===== config.mk =====
export PLATFORM = sky130hd
export DESIGN_NAME = cnt_px_ln_addr_flat
export DESIGN_NICKNAME = d
export VERILOG_FILES = /design/src/rtl/cnt_px_ln_addr_pkg.sv /design/src/rtl/cnt_px_ln_addr_if.sv /design/src/rtl/cnt_px_ln_addr_sync_edge_det.sv /design/src/rtl/cnt_px_ln_addr.sv /design/src/flat_wrapper.sv
export SDC_FILE = /design/constraint.sdc
export NUM_CORES = 1
export LEC_CHECK = 0
export ABC_AREA = 1
export BUFFER_PORTS_ARGS = -buffer_cell sky130_fd_sc_hd__buf_2
export CAP_MARGIN = 25
export CORE_UTILIZATION = 50
export CTS_BUF_LIST = sky130_fd_sc_hd__clkbuf_4
export DETAILED_ROUTE_END_ITERATION = 12
export GPL_TIMING_DRIVEN = 0
export PLACE_DENSITY = 0.76
export SYNTH_ARGS = -nofsm -noshare
export SYNTH_HDL_FRONTEND = slang
export SYNTH_HIERARCHICAL = 1
export SYNTH_SLANG_ARGS = --single-unit

===== constraint.sdc =====
create_clock -name clk -period 3.9 [get_ports clk]
set_input_delay 0.78 -clock clk [delete_from_list [all_inputs] [get_ports clk]]
set_output_delay 0.78 -clock clk [all_outputs]
set_load 0.01 [all_outputs]

===== src/rtl/cnt_px_ln_addr_pkg.sv =====
// Shared types and constants for the OV7670 pixel/line counter and write-address generator.
package cam_pkg;

  localparam int QQVGA_H_PIX = 160;
  localparam int QQVGA_V_LIN = 120;

  typedef enum logic [1:0] {
    IDLE   = 2'd0,
    ARMED  = 2'd1,
    ACTIVE = 2'd2,
    DONE   = 2'd3
  } state_t;

  // Debug view of the capture FSM and the sync edges that drive it.
  typedef struct packed {
    state_t state;
    logic   href_rise;
    logic   href_fall;
    logic   frame_start;
    logic   frame_end;
  } dbg_t;

  function automatic int clog2(input int value);
    int r;
    r = 0;
    for (int i = 0; i < 31; i++) begin
      if ((1 << i) < value) r = i + 1;
    end
    return r;
  endfunction

endpackage


===== src/rtl/cnt_px_ln_addr_if.sv =====
// Camera-side pixel strobe and frame-buffer write port of the capture counter.
interface cnt_px_ln_addr_if #(
  parameter int AW = 15
) ();
  // px_valid is a one-cycle strobe with no back-pressure (no ready): a pixel is
  // offered exactly once. wr_en is a one-cycle write strobe; addr is meaningful
  // only in a cycle where wr_en=1 and holds its last value otherwise.
  logic          vsync;
  logic          href;
  logic          px_valid;
  logic          wr_en;
  logic [AW-1:0] addr;

  modport master (output vsync, href, px_valid, input wr_en, addr);
  modport slave  (input vsync, href, px_valid, output wr_en, addr);
endinterface


===== src/rtl/cnt_px_ln_addr_sync_edge_det.sv =====
// Registers a clk-synchronous level and flags entry into / exit from its POL level.
module sync_edge_det #(
  parameter logic POL = 1'b1
) (
  input  logic clk,
  input  logic reset_n,
  input  logic d,
  output logic enter,
  output logic leave
);

  logic d_q;

  always_ff @(posedge clk or negedge reset_n) begin
    if (!reset_n) d_q <= 1'b0;
    else          d_q <= d;
  end

  assign enter = (d == POL) && (d_q != POL);
  assign leave = (d != POL) && (d_q == POL);

endmodule


===== src/rtl/cnt_px_ln_addr.sv =====
// Pixel/line counter and linear frame-buffer write-address generator for OV7670 capture.
module cnt_px_ln_addr
  import cam_pkg::*;
#(
  parameter int   H_PIX    = QQVGA_H_PIX,
  parameter int   V_LIN    = QQVGA_V_LIN,
  parameter int   AW       = 15,
  parameter logic VS_POL   = 1'b1,
  parameter logic ONE_SHOT = 1'b0,
  localparam int  PXW      = clog2(H_PIX + 1),
  localparam int  LNW      = clog2(V_LIN + 1)
) (
  input  logic             clk,
  input  logic             reset_n,
  input  logic             start,
  cnt_px_ln_addr_if.slave  bus,
  output logic [PXW-1:0]   px_cnt,
  output logic [LNW-1:0]   ln_cnt,
  output logic             line_done,
  output logic             frame_done,
  output logic             ovf,
  output logic             busy,
  output dbg_t             dbg
);

  localparam logic [PXW-1:0] PX_MAX    = PXW'(H_PIX);
  localparam logic [LNW-1:0] LN_MAX    = LNW'(V_LIN);
  localparam logic [AW:0]    ROW_STEP  = (AW+1)'(H_PIX);
  localparam state_t         RST_STATE = ONE_SHOT ? IDLE : ARMED;

  state_t          state, next_state;
  logic            href_rise, href_fall, frame_start, frame_end;
  logic            in_active, accept, drop_ovf, close_line;
  logic            wr_en_q;
  logic [AW-1:0]   addr_q;
  // One extra bit so line_base can step past the last row without wrapping.
  logic [AW:0]     line_base, wr_ptr;

  sync_edge_det #(.POL(1'b1)) u_href (
    .clk, .reset_n, .d(bus.href), .enter(href_rise), .leave(href_fall)
  );

  sync_edge_det #(.POL(VS_POL)) u_vsync (
    .clk, .reset_n, .d(bus.vsync), .enter(frame_end), .leave(frame_start)
  );

  assign in_active  = (state == ACTIVE);
  assign accept     = in_active && bus.px_valid && bus.href &&
                      (px_cnt < PX_MAX) && (ln_cnt < LN_MAX);
  assign drop_ovf   = in_active && bus.px_valid &&
                      ((bus.href && (px_cnt == PX_MAX)) || (ln_cnt == LN_MAX));
  assign close_line = in_active && href_fall && (px_cnt != '0);

  always_ff @(posedge clk or negedge reset_n) begin
    if (!reset_n) state <= RST_STATE;
    else          state <= next_state;
  end

  always_comb begin
    next_state = state;
    case (state)
      IDLE:    if (ONE_SHOT && start) next_state = ARMED;
      ARMED:   if (frame_start) next_state = ACTIVE;
      ACTIVE:  if (frame_end) next_state = DONE;
      DONE:    next_state = ONE_SHOT ? IDLE : ARMED;
      default: next_state = RST_STATE;
    endcase
  end

  always_ff @(posedge clk or negedge reset_n) begin
    if (!reset_n) begin
      px_cnt     <= '0;
      ln_cnt     <= '0;
      line_base  <= '0;
      wr_ptr     <= '0;
      wr_en_q    <= 1'b0;
      addr_q     <= '0;
      line_done  <= 1'b0;
      frame_done <= 1'b0;
      ovf        <= 1'b0;
      busy       <= 1'b0;
    end else begin
      wr_en_q    <= 1'b0;
      line_done  <= 1'b0;
      frame_done <= (state == DONE);
      busy       <= (next_state == ARMED) || (next_state == ACTIVE);
      if ((state == ARMED) && frame_start) begin
        px_cnt    <= '0;
        ln_cnt    <= '0;
        line_base <= '0;
        wr_ptr    <= '0;
        addr_q    <= '0;
        ovf       <= 1'b0;
      end else if (in_active) begin
        if (accept) begin
          wr_en_q <= 1'b1;
          addr_q  <= wr_ptr[AW-1:0];
          wr_ptr  <= wr_ptr + (AW+1)'(1);
          px_cnt  <= px_cnt + PXW'(1);
        end
        if (drop_ovf) ovf <= 1'b1;
        // href is low here, so this never coincides with an accepted pixel.
        if (close_line) begin
          line_done <= 1'b1;
          if (ln_cnt < LN_MAX) ln_cnt <= ln_cnt + LNW'(1);
          line_base <= line_base + ROW_STEP;
          wr_ptr    <= line_base + ROW_STEP;
          px_cnt    <= '0;
        end
      end
    end
  end

  assign bus.wr_en = wr_en_q;
  assign bus.addr  = addr_q;

  always_comb begin
    dbg             = '0;
    dbg.state       = state;
    dbg.href_rise   = href_rise;
    dbg.href_fall   = href_fall;
    dbg.frame_start = frame_start;
    dbg.frame_end   = frame_end;
  end

endmodule


===== src/flat_wrapper.sv =====
// flat-port wrapper written by rule: the top's interface ports become plain ports
module cnt_px_ln_addr_flat import cam_pkg::*;
#(
  parameter int   H_PIX    = QQVGA_H_PIX,
  parameter int   V_LIN    = QQVGA_V_LIN,
  parameter int   AW       = 15,
  parameter logic VS_POL   = 1'b1,
  parameter logic ONE_SHOT = 1'b0,
  localparam int  PXW      = clog2(H_PIX + 1),
  localparam int  LNW      = clog2(V_LIN + 1)
)
  (clk, reset_n, start, px_cnt, ln_cnt, line_done, frame_done, ovf, busy, dbg, bus_vsync, bus_href, bus_px_valid, bus_wr_en, bus_addr);
  cnt_px_ln_addr_if #(.AW(AW)) bus_i ();
  input  logic clk;
  input  logic reset_n;
  input  logic start;
  output logic [PXW-1:0] px_cnt;
  output logic [LNW-1:0] ln_cnt;
  output logic line_done;
  output logic frame_done;
  output logic ovf;
  output logic busy;
  output dbg_t dbg;
  input wire logic [$bits(bus_i.vsync)-1:0] bus_vsync;
  input wire logic [$bits(bus_i.href)-1:0] bus_href;
  input wire logic [$bits(bus_i.px_valid)-1:0] bus_px_valid;
  output wire logic [$bits(bus_i.wr_en)-1:0] bus_wr_en;
  output wire logic [$bits(bus_i.addr)-1:0] bus_addr;
  assign bus_i.vsync = bus_vsync;
  assign bus_i.href = bus_href;
  assign bus_i.px_valid = bus_px_valid;
  assign bus_wr_en = bus_i.wr_en;
  assign bus_addr = bus_i.addr;
  cnt_px_ln_addr #(.H_PIX(H_PIX), .V_LIN(V_LIN), .AW(AW), .VS_POL(VS_POL), .ONE_SHOT(ONE_SHOT)) u_core (.clk(clk), .reset_n(reset_n), .start(start), .bus(bus_i), .px_cnt(px_cnt), .ln_cnt(ln_cnt), .line_done(line_done), .frame_done(frame_done), .ovf(ovf), .busy(busy), .dbg(dbg));
endmodule

==> parameters.txt <==
Parameter                              Value

Synthesis
  Netlist area before placement ... 3480 um2
  Leading cell type by number of instances after synthesis ... sky130_fd_sc_hd__nand2_1
  Cell taking the most area after synthesis ... sky130_fd_sc_hd__dfrtp_1
  Flop and latch count out of synthesis ... 64
  Post-synth net total ... 450
  Mean area per synthesized cell ... 7.95 um2
  Async set-or-reset flop fraction in the synthesized netlist ... 1.00
  Warnings, synthesis ... 6
  Post-Synthesis Cells ... 438
  Dominant cells by area after synthesis ... sky130_fd_sc_hd__dfrtp_1 (45%), sky130_fd_sc_hd__nand2_1 (13%), sky130_fd_sc_hd__nand3_1 (5.9%)
  Yosys top cell area share ... 0.453
  Cell types with the highest counts after synthesis ... sky130_fd_sc_hd__nand2_1 (119), sky130_fd_sc_hd__dfrtp_1 (63), sky130_fd_sc_hd__inv_1 (45)
  Register area share after synthesis ... 0.460
  Most frequently used flop master after synthesis ... sky130_fd_sc_hd__dfrtp_1
  Post-synth EDFFs ... 0
  Unique cell type count in the Yosys netlist ... 31

GRT
  Wire length of the first global-routing pass ... 13600 um
  Antenna violations before repair ... 0
  GRT overflow ... 0
  Via count of the first global-routing pass ... 2934
  Largest net degree at the start of global routing ... 65
  Overall global routing resource usage ... 0.239

STA
  Transition at the pin with the smallest max-transition slack ... 0.791 ns
  Maximum achievable frequency ... 473 MHz
  Part of the cycle the worst path needs ... 0.542
  Final Worst Setup Slack ... 1.79 ns
  Final number of max-transition violations ... 0
  Final setup violation count ... 0
  Final min period ... 2.11 ns
  Max-Slew Margin vs Limit ... 0.473
  Number of hold-slack violations in the final timing report ... 0
  TNS Setup ... 0 ns
  RSZ-0062 raised after global routing ... no
  Layout Skew ... 0.0178 ns

Placed design
  HPWL after detailed placement ... 5690 um
  Number of port buffers ... 45
  Post-place setup slack ... 1.65 ns
  Gpl congestion ... 0.931
  Cells after DPL ... 563

Clock tree
  Number of gates given a new drive strength after cts ... 0
  Post CTS Setup Buffer Count ... 0
  TritonCTS clock tree ... yes
  Insertion delay to the later sink of the worst-skew pair ... 0.41 ns
  Total clock buffers created by CTS ... 9
  Clock sinks ... 64
  Clk slew on worst S/H paths ... 0.11 ns
  Hold-fix buffer count after cts ... 0
  Max clock buf depth ... 2
  H-Tree Depth ... 3
  Clock Tree Root ... sky130_fd_sc_hd__clkbuf_4

Power and ir drop
  Ratio of total power to cell area ... 641 nW/um2
  Worst voltage drop across the vdd grid ... 451 uV
  Pleak ... 2.06 nW

Detailed routing
  Count of unresolved DRC violations after routing ... 0
  Via count ... 3111
  Antenna-violating nets left ... 0
  Detailed-routing iteration count for the pre-antenna-repair pass ... 5
  Via count normalized by instance count ... 5.37
  Drt total wl ... 8160 um
  DRC violation total after the first TritonRoute iteration ... 243
  Final routed wire length divided by cell count ... 14.1 um

Final layout
  Area added between synthesis and finish ... 14.7%
  Number of standard cells in the final layout excluding fillers ... 579
  Layout cells sized above 1 ... 0.208
  Nets ... 506
  # diodes ... 0

Floorplanning
  Total number of placement rows ... 30
  Starting density of the core ... 0.515
  Total die area ... 7300 um2
  Die Ht ... 85.5 um
  Core region area ... 6760 um2
  Total I/O pin count ... 47
  Chip width ... 85.5 um

Run
  Max Cap Violations ... 0

Worst setup path
  Worst r2r src ... u_core/px_cnt[0]
  Worst R2R Path Depth ... 8
  RR Endpoint ... u_core/px_cnt[2]
  CP required ... 3.12 ns
  Type of the worst setup path ... input pin to primary output
  CP Capture Type ... primary output
  Reg-to-reg slack, setup ... 2.04 ns
  Kind of start point of the critical path ... input pin
  CP arrival ... 1.33 ns
  Maximum fanout count along the critical path ... 3

Worst hold path
  Min-delay worst type ... input pin to async pin

Status
  Run status ... completed
[layout make-up]
type	count	area [um2]
clock inverters	6	108
fillers	621	2760
plain buffers	16	129
multi-input cells	308	1560
clock buffers	10	75.1
inverters	50	188
repair buffers	45	228
flip-flops and latches	64	1600
well taps	80	100
[metrics by stage]
stage                     total power, mW  utilization  hold slack (ns)  area, um2
final                                2.56        0.591            0.449       3990
after global routing                 2.74        0.591            0.485       3990
after CTS                            2.57        0.591            0.458       3990
after detailed placement             1.98        0.564            0.453       3810
after global placement               1.94        0.564            0.450       3810
after floorplan                      1.68            -            0.471       3480
[worst max-delay path by stage]
stage,start,endpoint,slack (ns),depth (start not counted)
3_3_place_gp,bus_vsync,u_core/bus.addr[2],1.66,8
6_report,bus_vsync,dbg[1],1.79,4
5_1_grt,bus_vsync,dbg[0],1.71,5
2_1_floorplan,bus_vsync,dbg[1],2.03,2
4_1_cts,bus_vsync,dbg[1],1.78,4
3_5_place_dp,bus_vsync,u_core/bus.addr[3],1.65,8
[state kept, by name (all words and copies together), names as in the netlist]
register and flops:
u_core/bus.addr 15, u_core/bus.wr_en 1, u_core/busy 1, u_core/frame_done 1, u_core/line_base 10, u_core/line_done 1, u_core/ln_cnt 7, u_core/ovf 1
u_core/px_cnt 8, u_core/state 2, u_core/u_href/d_q 1, u_core/u_vsync/d_q 1, u_core/wr_ptr 15
[metal layers]
metal | track usage | share of wire | up-vias
met4 | 0.100 | 0.021 | 0
met2 | 0.383 | 0.48 | 113
met1 | 0.313 | 0.44 | 1467
li1 | - | - | 1517
met3 | 0.0535 | 0.058 | 14
met5 | 0 | 0 | -
[cell usage in the layout (no fill, tap or decap), types with 9 or more instances in the layout]
cell	synthesis	final
sky130_fd_sc_hd__buf_2	4	48
sky130_fd_sc_hd__clkbuf_4	0	10
sky130_fd_sc_hd__dfrtp_1	63	63
sky130_fd_sc_hd__inv_1	45	45
sky130_fd_sc_hd__nand2_1	119	119
sky130_fd_sc_hd__nand3_1	41	41
sky130_fd_sc_hd__nand4_1	9	9
sky130_fd_sc_hd__nor2_1	42	42
sky130_fd_sc_hd__o21ai_0	28	28
sky130_fd_sc_hd__o21ai_2	9	9
sky130_fd_sc_hd__xor2_1	13	13
[power by group]
part	switching [mW]	internal [mW]	total (mW)
sequential	0.220	0.874	1.09
combinational	0.552	0.339	0.891
clock	0.244	0.330	0.573
total	1.02	1.54	2.56
[critical path, stage by stage]
cell and delay (ns):
sky130_fd_sc_hd__buf_2 0.11, sky130_fd_sc_hd__nor2_1 0.18, sky130_fd_sc_hd__buf_4 0.14, sky130_fd_sc_hd__buf_2 0.12
[cell families after synthesis]
| logic type | synth area share |
|---|---|
| flops | 0.460 |
| compound gates | 0.0992 |
| fa+ha+maj | 0.0216 |
| xor+xnor | 0.0352 |
| buf+inv | 0.0909 |
| simple gates | 0.293 |
Power figures use the tool's default switching activity.
